===== src/rtl/seven_segment_pkg.sv =====
// seven_segment_pkg
//   Shared definitions for the seven-segment scanner slice:
//   - scan_state_t : scanner FSM states (BLANK gap between digits, DRIVE a digit)
//   - DEFAULT_*    : default parameter values used by seven_segment_scanner
package seven_segment_pkg;

  typedef enum logic {
    BLANK = 1'b0,
    DRIVE = 1'b1
  } scan_state_t;

  localparam int DEFAULT_NUM_DIGITS   = 4;
  localparam int DEFAULT_REFRESH_DIV  = 100000;
  localparam int DEFAULT_BLANK_CYCLES = 16;

endpackage


===== src/rtl/seven_segment_prescaler.sv =====
// seven_segment_prescaler
//   Cycle counter with terminal-count compare. Counts 0..limit-1 and restarts
//   at 0 after the terminal cycle, so tc pulses once every 'limit' cycles.
//   The caller may change 'limit' on the cycle after tc (the count is 0 then).
// Ports:
//   clk    : clock, rising edge
//   rst_n  : synchronous active-low reset (count -> 0)
//   limit  : period in cycles (>= 1)
//   tc     : high during the last cycle of the current period
module seven_segment_prescaler #(
  parameter int CW = 17
) (
  input  logic          clk,
  input  logic          rst_n,
  input  logic [CW-1:0] limit,
  output logic          tc
);

  logic [CW-1:0] count_reg;

  assign tc = (count_reg == (limit - CW'(1)));

  always_ff @(posedge clk) begin
    if (!rst_n) begin
      count_reg <= '0;
    end else if (tc) begin
      count_reg <= '0;
    end else begin
      count_reg <= count_reg + CW'(1);
    end
  end

endmodule


===== src/rtl/seven_segment_scanner.sv =====
// seven_segment_scanner
//   Time-multiplexes NUM_DIGITS hex digits onto a shared segment bus. Each digit
//   is driven for REFRESH_DIV cycles, followed by BLANK_CYCLES cycles with every
//   anode off. A new display value is taken through a one-entry pending buffer
//   (valid/ready handshake) and only becomes visible when digit_idx wraps to 0,
//   so a frame never mixes old and new digits.
//   Optional build macro SEVSEG_LZ_BLANK_EN: suppress leading zero digits
//   (digit 0 is always shown).
// Ports:
//   clk        : clock, rising edge
//   rst_n      : synchronous active-low reset
//   load_valid : new display value offered
//   load_ready : pending buffer empty, a value can be accepted
//   load_data  : 4*NUM_DIGITS nibbles, digit 0 in bits [3:0]
//   load_dp    : decimal-point request per digit
//   nibble_out : nibble of the selected digit (to the segment decoder)
//   an_out     : active-low one-cold digit enables
//   dp_out     : active-high decimal point of the driven digit
//   digit_idx  : index of the selected digit
module seven_segment_scanner
  import seven_segment_pkg::*;
#(
  parameter int NUM_DIGITS   = DEFAULT_NUM_DIGITS,
  parameter int REFRESH_DIV  = DEFAULT_REFRESH_DIV,
  parameter int BLANK_CYCLES = DEFAULT_BLANK_CYCLES
) (
  input  logic                          clk,
  input  logic                          rst_n,
  input  logic                          load_valid,
  output logic                          load_ready,
  input  logic [4*NUM_DIGITS-1:0]       load_data,
  input  logic [NUM_DIGITS-1:0]         load_dp,
  output logic [3:0]                    nibble_out,
  output logic [NUM_DIGITS-1:0]         an_out,
  output logic                          dp_out,
  output logic [$clog2(NUM_DIGITS)-1:0] digit_idx
);

  localparam int IDX_W   = $clog2(NUM_DIGITS);
  localparam int MAX_CNT = (REFRESH_DIV > BLANK_CYCLES) ? REFRESH_DIV : BLANK_CYCLES;
  localparam int CW      = $clog2(MAX_CNT + 1);

  scan_state_t             state_reg, state_next;
  logic [IDX_W-1:0]        digit_idx_reg, digit_idx_next;
  logic                    pending_valid_reg;
  logic [4*NUM_DIGITS-1:0] pending_data_reg, display_data_reg;
  logic [NUM_DIGITS-1:0]   pending_dp_reg, display_dp_reg;
  logic [CW-1:0]           limit;
  logic                    tc;
  logic                    last_digit;
  logic                    frame_wrap;
  logic                    load_accept;
  logic                    digit_suppressed;
  logic [3:0]              digit_nibble [NUM_DIGITS];

  // The period being timed follows the current state; the counter is at 0
  // whenever the state changes, so switching the limit is glitch-free.
  assign limit = (state_reg == DRIVE) ? CW'(REFRESH_DIV) : CW'(BLANK_CYCLES);

  seven_segment_prescaler #(
    .CW(CW)
  ) u_prescaler (
    .clk   (clk),
    .rst_n (rst_n),
    .limit (limit),
    .tc    (tc)
  );

  assign last_digit  = (digit_idx_reg == IDX_W'(NUM_DIGITS - 1));
  assign frame_wrap  = (state_reg == BLANK) && tc && last_digit;
  assign load_ready  = ~pending_valid_reg;
  assign load_accept = load_valid && ~pending_valid_reg;
  assign digit_idx   = digit_idx_reg;

  // FSM: state register
  always_ff @(posedge clk) begin
    if (!rst_n) begin
      state_reg     <= BLANK;
      digit_idx_reg <= '0;
    end else begin
      state_reg     <= state_next;
      digit_idx_reg <= digit_idx_next;
    end
  end

  // FSM: next state; the digit advances when leaving BLANK
  always_comb begin
    state_next     = state_reg;
    digit_idx_next = digit_idx_reg;
    case (state_reg)
      BLANK: begin
        if (tc) begin
          state_next     = DRIVE;
          digit_idx_next = last_digit ? '0 : digit_idx_reg + IDX_W'(1);
        end
      end
      DRIVE: begin
        if (tc) begin
          state_next = BLANK;
        end
      end
      default: state_next = BLANK;
    endcase
  end

  // Pending buffer and display register. The display only changes on the
  // frame wrap, i.e. on the same edge that selects digit 0 again.
  always_ff @(posedge clk) begin
    if (!rst_n) begin
      pending_valid_reg <= 1'b0;
      pending_data_reg  <= '0;
      pending_dp_reg    <= '0;
      display_data_reg  <= '0;
      display_dp_reg    <= '0;
    end else begin
      if (frame_wrap && pending_valid_reg) begin
        display_data_reg  <= pending_data_reg;
        display_dp_reg    <= pending_dp_reg;
        pending_valid_reg <= 1'b0;
      end
      // Accept only happens with the buffer empty, so it never collides
      // with the copy above.
      if (load_accept) begin
        pending_data_reg  <= load_data;
        pending_dp_reg    <= load_dp;
        pending_valid_reg <= 1'b1;
      end
    end
  end

  for (genvar gi = 0; gi < NUM_DIGITS; gi++) begin : g_nibble
    assign digit_nibble[gi] = display_data_reg[4*gi +: 4];
  end

`ifdef SEVSEG_LZ_BLANK_EN
  // upper_zero[i]: digit i and every digit above it are zero.
  logic [NUM_DIGITS-1:1] upper_zero;
  logic [NUM_DIGITS-1:0] suppress;

  assign suppress[0] = 1'b0;
  for (genvar gi = 1; gi < NUM_DIGITS; gi++) begin : g_lz
    if (gi == NUM_DIGITS - 1) begin : g_top
      assign upper_zero[gi] = (digit_nibble[gi] == 4'h0);
    end else begin : g_mid
      assign upper_zero[gi] = (digit_nibble[gi] == 4'h0) && upper_zero[gi+1];
    end
    assign suppress[gi] = upper_zero[gi];
  end

  assign digit_suppressed = suppress[digit_idx_reg];
`else
  assign digit_suppressed = 1'b0;
`endif

  assign nibble_out = digit_nibble[digit_idx_reg];

  // FSM: outputs. A suppressed digit also keeps its decimal point dark.
  always_comb begin
    an_out = '1;
    dp_out = 1'b0;
    if ((state_reg == DRIVE) && !digit_suppressed) begin
      an_out[digit_idx_reg] = 1'b0;
      dp_out                = display_dp_reg[digit_idx_reg];
    end
  end

endmodule


===== config.mk =====
export PLATFORM = sky130hd
export DESIGN_NAME = seven_segment_scanner
export DESIGN_NICKNAME = d
export VERILOG_FILES = /design/src/rtl/seven_segment_pkg.sv /design/src/rtl/seven_segment_prescaler.sv /design/src/rtl/seven_segment_scanner.sv
export SDC_FILE = /design/constraint.sdc
export NUM_CORES = 1
export LEC_CHECK = 0
export CAP_MARGIN = 15
export CORE_UTILIZATION = 30
export CTS_BUF_LIST = sky130_fd_sc_hd__clkbuf_8 sky130_fd_sc_hd__clkbuf_16
export DETAILED_ROUTE_END_ITERATION = 16
export DONT_BUFFER_PORTS = 1
export PLACE_DENSITY = 0.56
export SLEW_MARGIN = 20
export SYNTH_ARGS = -nofsm -noshare
export SYNTH_HDL_FRONTEND = slang
export SYNTH_SLANG_ARGS = --single-unit

===== constraint.sdc =====
create_clock -name clk -period 2.9 [get_ports clk]
set_input_delay 0.725 -clock clk [delete_from_list [all_inputs] [get_ports clk]]
set_output_delay 0.725 -clock clk [all_outputs]
set_load 0.01 [all_outputs]

==> summary by stage, run 1 <==
Global routing
The total global-route track usage is 0.130. The via count of the first global-routing pass is 1,877. The initial antenna violation count is 0. Summed over all layers, the global routing overflow is 0.

The largest net degree at the start of global routing is 46. The first-pass GRT wire length is 8930 um.

Status
The run finished with clean final reports.

Place
The HPWL after detailed placement is 3780 um. The placed instance area is 2750 um2. The count of input and output buffers is 0. The final weighted congestion of routability-driven global placement is 0.825. The worst slack after detailed placement is 715 ps.

Pwr
The overall power of the completed layout is 0.00178 W. The largest voltage drop on the vdd net is 231 uV. The power density normalized to cell area is 597 nW/um2. For this design the static power due to leakage is 0.986 nW.

Routing
The detailed router placed 1,979 vias in this run. Before antenna repair, the detailed router went through 4 iterations. Dividing the detail-routed wire length by the instance count gives 13.1 um. Once detail routing completed, the nets flagged for antenna violations numbered 0.

The number of DRC violations after detailed routing is 0. The detail-routed via count per cell is 4.78. Wires add up to 5410 um. The first routing iteration left 56 violations.

Run
The count of maximum capacitance violations is 0.

CTS
The root buffer selected by CTS is sky130_fd_sc_hd__clkbuf_8. Post-CTS timing repair inserted 0 buffers for setup. The count of cells resized by post-cts repair is 0. The number of CTS-inserted buffers is 9. For the worst-skew pair, the clock arrives at the later sink with an insertion delay of 340 ps.

The clock tree from TritonCTS is yes. The tree built by TritonCTS fans out to 61 sinks. The clock edge transition at the registers on the reported setup and hold paths is 70 ps. The maximum root-to-sink buffer count is 2. CTS built an H-tree with a depth of 3. The number of hold buffers added after CTS was 0.

Timing
The worst clock skew on the final layout is 11.2 ps. The highest clock frequency the design can meet is 420 MHz. The worst path meets setup with 520 ps of slack. The final count of negative-setup-slack endpoints is 0. The worst pin sits at a relative slew slack of 0.565.

The final worst hold slack is 460 ps. The final max-slew violation count was 0. Of the available clock period, the critical path in the final layout requires 0.821.

For the final routed database, the setup TNS stands at 0 ps. At the pin with the least slew margin, the transition time is 651 ps. Setup repair after global routing left no endpoint under its margin. For the finished layout, the period the worst path requires is 2380 ps. The number of endpoints with negative hold slack in the final report is 0.

Worst setup path
Data on the critical path is required at its endpoint by 2170 ps. The critical path class is flip-flop to primary output. Data arrives at the worst endpoint at 1660 ps. Along the worst path, the maximum fanout reaches 7. The type of element launching the critical path is a flip-flop. Across all register-to-register paths, the minimum setup slack is 710 ps.

The kind of end point of the critical path is a primary output.

Finish
At the end of the flow, the number of nets in the layout was 333. The repair_antennas step left the layout with diodes totalling 0. Compared with the post-synthesis result, the final layout area differs by 12.2%. The area of all placed cells without fillers is 2980 um2.

In the final layout, the share of cells above drive strength 1 is 0.107. The flip-flop count of the largest register, all copies and words added is 17.

Synth
Counting flops with an async set or reset pin after synthesis yields a share of 0. The number of different library cells used by synthesis comes to 32. Among all flip-flop cells after synthesis, the most frequent one is sky130_fd_sc_hd__dfxtp_1. The number of nets in the synthesized netlist is 334. Counting flops and latches in the post-synthesis netlist gives 61. The total number of yosys warnings is 0.

After technology mapping, the gate count stands at 305. The average instance in the mapped netlist occupies 8.72 um2. By area the synthesized netlist is led by sky130_fd_sc_hd__dfxtp_1 (46%), sky130_fd_sc_hd__nand2_1 (12%), sky130_fd_sc_hd__a21boi_0 (11%). Summing every instance area after synthesis gives 2660 um2.

The synthesized design contains 0 enable-type register cells. Of the post-synthesis cell area, the dominant cell type holds 0.459. The synthesized design spends more area on one cell type than any other, namely sky130_fd_sc_hd__dfxtp_1. The sequential area share after synthesis is 0.459.

Die
The initial standard-cell utilization of the core is 0.317. The floorplan step defined a core boundary enclosing 8380 um2. The die boundary width is 96.2 um. The die is 96.2 um tall. The number of placement rows is 33. The die covers 9250 um2. The count of pins on the block boundary is 35.

Min path
The type of the tightest min-delay check is flip-flop to flip-flop.
-- stage by stage --
stage,std cells,util
final,414,0.356
after floorplan,305,-
after global routing,414,0.356
after detailed placement,398,0.328
after CTS,414,0.356
after global placement,398,0.328
-- layout make-up --
type,instances,area [um2]
clock buffer,10,138
sequential,61,1220
inverter,9,33.8
fill,887,5400
multi-input combinational,217,1320
clock inverter,6,93.8
timing repair buffer,6,45.0
tap,105,131
-- synth_stat cells, drive strengths merged (2+ instances only) --
cell type	count
nor4	6
mux4	5
o21ai	2
nand2	89
xor2	2
nand4	6
or4	2
clkbuf	15
and3	2
a21boi	40
xnor2	12
nor2b	3
nand3	6
a21oi	2
dfxtp	61
buf	3
ha	6
nor3	6
inv	9
nor2	20
-- cell families (layout without fill, tap and decap cells) --
| kind of cell | Yosys count | in the layout | share of synthesized area |
|---|---|---|---|
| simple gates | 143 | 143 | 0.235 |
| flops | 61 | 61 | 0.459 |
| compound gates | 48 | 48 | 0.141 |
| buf+inv | 27 | 31 | 0.0442 |
| xor+xnor | 14 | 14 | 0.0461 |
| fa+ha+maj | 6 | 6 | 0.0282 |
| mux | 6 | 6 | 0.0461 |
-- worst max-delay path, stage by stage (launching register included) --
cell,delay (ps)
sky130_fd_sc_hd__dfxtp_1,530
sky130_fd_sc_hd__buf_4,230
sky130_fd_sc_hd__mux4_2,560
-- cell usage in the layout, fill, tap and decap left out, types with 3 or more instances in the layout --
cell type,count
sky130_fd_sc_hd__nand2_1,88
sky130_fd_sc_hd__nor3_1,6
sky130_fd_sc_hd__ha_1,6
sky130_fd_sc_hd__nand3_1,5
sky130_fd_sc_hd__nor2_1,20
sky130_fd_sc_hd__xnor2_1,12
sky130_fd_sc_hd__dfxtp_1,61
sky130_fd_sc_hd__nand4_1,6
sky130_fd_sc_hd__inv_1,9
sky130_fd_sc_hd__a21boi_0,40
sky130_fd_sc_hd__nor2b_1,3
sky130_fd_sc_hd__mux4_2,5
sky130_fd_sc_hd__clkbuf_8,10
sky130_fd_sc_hd__buf_4,6
sky130_fd_sc_hd__nor4_1,6
-- final timing paths --
check / start / endpoint / cells after the start
setup / recovery: digit_idx[0]$_SDFFE_PN0N_ / nibble_out[3] / 2
hold / removal: display_data_reg[10]$_SDFFE_PN0P_ / display_data_reg[10]$_SDFFE_PN0P_ / 2
setup reg to reg: u_prescaler.count_reg[4]$_SDFF_PP0_ / display_data_reg[11]$_SDFFE_PN0P_ / 8
hold reg to reg: display_data_reg[10]$_SDFFE_PN0P_ / display_data_reg[10]$_SDFFE_PN0P_ / 2
-- power breakdown --
| group | total (W) | internal, W | switching (W) |
|---|---|---|---|
| clock network | 0.000862 | 0.000513 | 0.000349 |
| registers | 0.000871 | 0.000858 | 0.0000130 |
| logic | 0.0000501 | 0.0000231 | 0.0000270 |
| total | 0.00178 | 0.00139 | 0.000389 |
-- metal layers --
layer | vias to the layer above | part of all wire | GRT usage | wire [um]
li1 | 1016 | - | - | -
met1 | 921 | 0.43 | 0.147 | 2340
met2 | 38 | 0.49 | 0.217 | 2670
met3 | 4 | 0.067 | 0.0656 | 363
met4 | 0 | 0.0067 | 0.0336 | 36
met5 | - | 0 | 0 | 0
(Power assumes the default switching activity.)
==> run 2, diff against run 1 <==
clock period = 2.4 ns   (was 2.9 ns; I/O delays follow)
==> summary by stage, run 2 (synthesized netlist as in run 1, its figures left out) <==
Timing
The slew of the pin with the lowest slew margin is 634 ps. Setup violations remaining at the end of the flow were counted as 0. In the finished design, the share of the clock period the worst path needs comes to 0.943. The post-route setup TNS is 0 ps. Static timing analysis puts the maximum clock frequency at 442 MHz. The smallest clock period supported by the final layout is computed as 2260 ps. Setup repair after global routing left no endpoint under its margin. The final max-slew violation count is 0.

For the final database, setup skew stands at 9.24 ps. The relative slew slack is 0.577. The worst path meets setup with 136 ps of slack. The number of endpoints with negative hold slack in the final report was 0. The final worst hold slack is 393 ps.

Global routing
The first global-routing pass estimated 9290 um of wire. Entering global routing, the biggest net connects 46 pins. The initial antenna violation count is 0. The via count of the first global-routing pass is 1,888. In the global route stage, overall resource usage came out at 0.135. Global routing finished with a remaining overflow of 0.

Worst setup path
Data arrives at the worst endpoint at 1660 ps. In this run the critical register-to-register path is captured at display_data_reg[8]$_SDFFE_PN0P_. The worst endpoint required time is 1800 ps.

The maximum fanout count along the critical path is 6. The setup slack on the worst flop-to-flop path is 220 ps. The critical path class is flip-flop to primary output.

The startpoint identified for the worst register-to-register timing path is u_prescaler.count_reg[4]$_SDFF_PP0_. The depth of the worst register-to-register path is 8. STA classifies the critical path startpoint as a flip-flop. The kind of end point of the critical path is a primary output.

CTS
The clock edge transition at the registers on the reported setup and hold paths is 70 ps. The clock net in this run drives a total of 61 sinks. In this run the deepest clock path goes through 2 buffers.

The number of CTS-inserted buffers is 9. The root buffer cell chosen for the clock tree is sky130_fd_sc_hd__clkbuf_8. The depth of the CTS H-tree is 3.

The clock tree from TritonCTS is yes. The latest clock arrival within the worst-skew pair is 340 ps. Post-CTS timing repair inserted 0 buffers for setup.

Pwr
The design draws 0.00206 W. The portion of total power attributed to combinational logic is 0.029. Of the total power, registers draw 0.510. The internal power of the cells totals 0.00160 W.

The relative contribution of the clock network to total power is 0.460. Across the VDD grid, the largest voltage drop is 298 uV. The static leakage is 0.982 nW. The net switching power is 0.000462 W. The switching part of the total is 0.224. The power density normalized to cell area is 691 nW/um2.

Routing
The remaining antenna violation count is 0. The detailed-routing iteration count for the pre-antenna-repair pass is 4. The DRC marker count from the first detailed-route iteration is 51. For this block, the routed nets add up to 5410 um of wire. The detail-routed via count per cell is 4.74. The final routed wire length divided by cell count is 13.0 um. For this block, the via count after detailed routing is 1,966. The number of DRC violations after detailed routing is 0.

Finish
Leaving out fill and tap cells, the most frequent cells in the layout are sky130_fd_sc_hd__nand2_1 (88), sky130_fd_sc_hd__dfxtp_1 (61), sky130_fd_sc_hd__a21boi_0 (40). The layout has 882 filler cells. The layout cell share with drive strength beyond 1 is 0.113. The net count of the finished layout is 334. The number of antenna diodes in the final layout is 0. The leading cell type in the layout, fill and taps excluded is sky130_fd_sc_hd__nand2_1. In the final layout, the multi-input gates occupy 1320 um2.

The synthesis-to-finish area growth is 12.2%. The flip-flop count of the largest register, all copies and words added is 17. The core utilization of the finished layout is 0.356. In the final layout, flip-flops and latches occupy 1220 um2.

Die
The core box area is 8380 um2. Row generation in the floorplan step produced 33 rows. The count of pins on the block boundary is 35.

The area of the die is 9250 um2. The die height is 96.2 um. The die boundary width is 96.2 um. The initial standard-cell utilization of the core is 0.317.

Place
The worst slack after detailed placement is 187 ps. The final weighted congestion of routability-driven global placement is 0.817. Detailed placement ended at an HPWL of 3710 um. During placement, the flow inserted port buffers numbering 0.

Min path
The startpoint identified for the worst hold timing path is load_data[4]. The terminating pin of the worst hold path is pending_data_reg[4]$_SDFFE_PN0P_. The min-delay analysis places its worst path in the category primary input to flip-flop. The hold path depth is 2.

Status
The run finished with clean final reports.

Run
The count of maximum capacitance violations is 0.
-- run 2: cell types whose count changed in the layout (fill, tap and decap cells not counted), sizes merged --
cell	change
buf	+1
clkinvlp	+1
bufinv	-1
inv	-1
clkbuf	+1
-- run 2: layer usage --
layer  vias up  routed length, um  GRT usage
met2        38               2500      0.223
met3        10                341     0.0466
met5         -                  0          0
li1       1015                  -          -
met4         0                110     0.0634
met1       903               2450      0.155
-- run 2: timing repair --
action	4_1_cts	5_1_grt
endpoints found under the hold margin	0	0
hold buffers	0	0
resized for setup	0	1
endpoints found under the setup margin	0	5
-- run 2: metrics by stage --
step / std cells / cell area (um2)
5_1_grt: 415 / 2990
3_3_place_gp: 399 / 2770
4_1_cts: 415 / 2980
3_5_place_dp: 399 / 2770
2_1_floorplan: 305 / 2660
6_report: 415 / 2990
-- run 2: power by group through the flow --
stage / Clock, W / Sequential [W] / Combinational, W
2_1_floorplan: 0 / 0.00107 / 0.0000605
3_3_place_gp: 0 / 0.00108 / 0.0000613
3_5_place_dp: 0 / 0.00108 / 0.0000633
4_1_cts: 0.000979 / 0.00105 / 0.0000634
5_1_grt: 0.00102 / 0.00105 / 0.0000721
6_report: 0.000949 / 0.00105 / 0.0000606
-- run 2: worst max path at each step --
stage / slack [ps] / to / start / depth (start not counted)
after floorplan: 330 / dp_out / digit_idx[0]$_SDFFE_PN0N_ / 3
after global placement: 380 / display_data_reg[9]$_SDFFE_PN0P_ / u_prescaler.count_reg[4]$_SDFF_PP0_ / 8
after detailed placement: 190 / display_data_reg[8]$_SDFFE_PN0P_ / u_prescaler.count_reg[4]$_SDFF_PP0_ / 8
after CTS: 80 / dp_out / digit_idx[0]$_SDFFE_PN0N_ / 2
after global routing: 0.3 / display_data_reg[0]$_SDFFE_PN0P_ / u_prescaler.count_reg[4]$_SDFF_PP0_ / 8
final: 140 / dp_out / digit_idx[0]$_SDFFE_PN0N_ / 2
-- run 2: critical path: stages (launching register included) --
cell,delay (ps)
sky130_fd_sc_hd__dfxtp_1,560
sky130_fd_sc_hd__mux4_2,550
sky130_fd_sc_hd__and2_1,220
-- run 2: cell type report --
cell class,count,area share
tap,105,0.0440
inverter,9,0.0113
clock buffer,11,0.0507
clock inverter,5,0.0197
timing repair buffer,7,0.0218
sequential,61,0.409
multi-input combinational,217,0.443
==> run 3, diff against run 2 <==
CORE_MARGIN = 8   (was not set)
==> summary by stage, run 3 (synthesized netlist as in run 1, its figures left out) <==
Min path
Along the worst hold path, the cell count comes to 2. The terminating pin of the worst hold path is pending_data_reg[9]$_SDFFE_PN0P_. The worst hold path startpoint is load_data[9]. In this run the worst hold path is classified as primary input to flip-flop.

Routing
The count of nets left with antenna violations once routing finished came out at 0. In the final routed layout, each cell accounts on average for 13.4 um. The first detailed-routing pass ran for 4 iterations.

In the routed layout, each cell is associated on average with a via count of 4.72. In this run, the number of DRC markers left after iteration 0 of detailed routing was 95. The number of DRC violations after detailed routing is 0. The via count of the routed design is 1,969. Summed over all layers, the routed wires come to 5600 um.

CTS
The latest clock arrival within the worst-skew pair is 340 ps. The depth of the CTS H-tree is 3. The number of setup buffers added after CTS is 0. Clock tree synthesis found a total of 61 sinks. The clock tree from TritonCTS is yes. Buffers inserted during clock tree synthesis total 9. The clock edge transition at the registers on the reported setup and hold paths is 70 ps. The root buffer selected by CTS is sky130_fd_sc_hd__clkbuf_8.

The clock passes through at most 2 buffers.

Die
The number of placement rows is 34. The die boundary width is 110 um. The initial standard-cell utilization of the core is 0.307. The area of the die is 12,100 um2.

The die height is 110 um. The count of pins on the block boundary is 35. The core box area is 8680 um2.

Finish
The finished layout holds 417 standard cells, fillers aside. The antenna diode count is 0. The library cells used most frequently in the layout, excluding fill and tap cells, are sky130_fd_sc_hd__nand2_1 (88), sky130_fd_sc_hd__dfxtp_1 (61), sky130_fd_sc_hd__a21boi_0 (40). At the end of the flow the core is filled with cells to 0.348. The leading cell type in the layout, fill and taps excluded is sky130_fd_sc_hd__nand2_1. In the final layout, the share of cells above drive strength 1 is 0.107. Relative to the synthesized area, the layout overhead comes to 13.7%. After the last flow step, the layout net total stands at 333. The register with the most flip-flops in the layout has 17 of them.

Timing
The number of endpoints with negative hold slack in the final report was 0. The final cycle utilization of the critical path is 0.935. The final worst-path setup slack is 157 ps. Measured against its own limit, the worst slew margin works out to 0.583.

For the pin with the worst max-slew slack, the measured transition is 624 ps. Setup repair after global routing left no endpoint under its margin. The worst clock skew on the final layout is 8.45 ps. The final count of negative-setup-slack endpoints is 0. The final max-slew violation count came to 0. The final period demand of the worst path is 2240 ps. The post-route setup TNS is 0 ps.

For this run, the top clock speed supported by timing is 446 MHz.

Pwr
The largest voltage drop on the vdd net is 320 uV. Summed over all cells, the static leakage comes to 1.01 nW. Power spread over the standard cell area amounts to 738 nW/um2.

Status
The run finished with clean final reports.

Worst setup path
The kind of end point of the critical path is a primary output. In this run the critical register-to-register path is launched from state_reg$_SDFF_PN0_. The critical path class is flip-flop to primary output. The depth of the worst register-to-register path is 8. The arrival time at the worst endpoint is 1640 ps. For the worst setup path, the data required time is 1800 ps. STA classifies the critical path startpoint as a flip-flop.

In this run the worst path has a maximum fanout of 6. The worst register-to-register path ends at display_data_reg[8]$_SDFFE_PN0P_. The setup slack on the worst flop-to-flop path is 270 ps.

Place
Timing analysis after detailed placement gives a worst setup slack of 228 ps. The final weighted congestion of routability-driven global placement is 0.787. Detailed placement finished with a half-perimeter wire length of 3940 um.

Port buffering added 0 buffers. The instance count after placement with tap cells included is 401.

Global routing
The overall overflow remaining after global route is 0. In the global route stage, overall resource usage came out at 0.103. The via count of the first global-routing pass is 2,031. The first global-routing pass estimated 9670 um of wire. The initial antenna violation count was 0. The largest net degree at the start of global routing is 46.

Run
Max-cap violations in this run came to 0.
-- run 3: per-layer routing --
layer	GRT usage	part of all wire	up-vias
met2	0.164	0.48	31
met4	0.0314	0.0055	0
met5	0	0	-
li1	-	-	1016
met3	0.0506	0.051	2
met1	0.119	0.47	920
-- run 3: cell type report --
class | instances | area, um2
clock inverters | 6 | 111
clock buffers | 10 | 138
inverters | 9 | 33.8
flip-flops and latches | 61 | 1220
repair buffers | 6 | 57.6
well taps | 108 | 135
multi-input cells | 217 | 1330
fillers | 943 | 5650
-- run 3: how the worst max path moves through the flow --
stage | from | endpoint | slack (ps)
final | digit_idx[0]$_SDFFE_PN0N_ | nibble_out[0] | 160
after global routing | digit_idx[0]$_SDFFE_PN0N_ | nibble_out[0] | 30
after CTS | digit_idx[0]$_SDFFE_PN0N_ | nibble_out[0] | 90
after detailed placement | state_reg$_SDFF_PN0_ | display_data_reg[8]$_SDFFE_PN0P_ | 230
after global placement | state_reg$_SDFF_PN0_ | display_data_reg[11]$_SDFFE_PN0P_ | 350
after floorplan | digit_idx[0]$_SDFFE_PN0N_ | dp_out | 330
-- run 3: worst max-delay path, cell delays in order, from the launching register on --
cell,delay (ps)
sky130_fd_sc_hd__dfxtp_1,510
sky130_fd_sc_hd__buf_4,240
sky130_fd_sc_hd__mux4_2,560
-- run 3: what timing repair did --
| item | in CTS | in global routing |
|---|---|---|
| endpoints found under the hold margin | 0 | 0 |
| hold buffers | 0 | 0 |
| setup endpoints to repair | 0 | 1 |
| resized for setup | 0 | 1 |
-- run 3: per-stage QoR --
| stage | power, W | hold WS [ps] | cell area [um2] |
|---|---|---|---|
| floorplan | 0.00113 | 430 | 2660 |
| detailed placement | 0.00114 | 456 | 2770 |
| global placement | 0.00114 | 447 | 2770 |
| CTS | 0.00227 | 381 | 3020 |
| global route | 0.00233 | 376 | 3020 |
| finish | 0.00223 | 402 | 3020 |
-- run 3: report_power, final --
group	leakage (nW)	internal, W	total [W]	switching (W)
Sequential	0.495	0.00104	0.00105	0.0000160
Clock	0.128	0.000718	0.00112	0.000402
Combinational	0.382	0.0000280	0.0000596	0.0000316
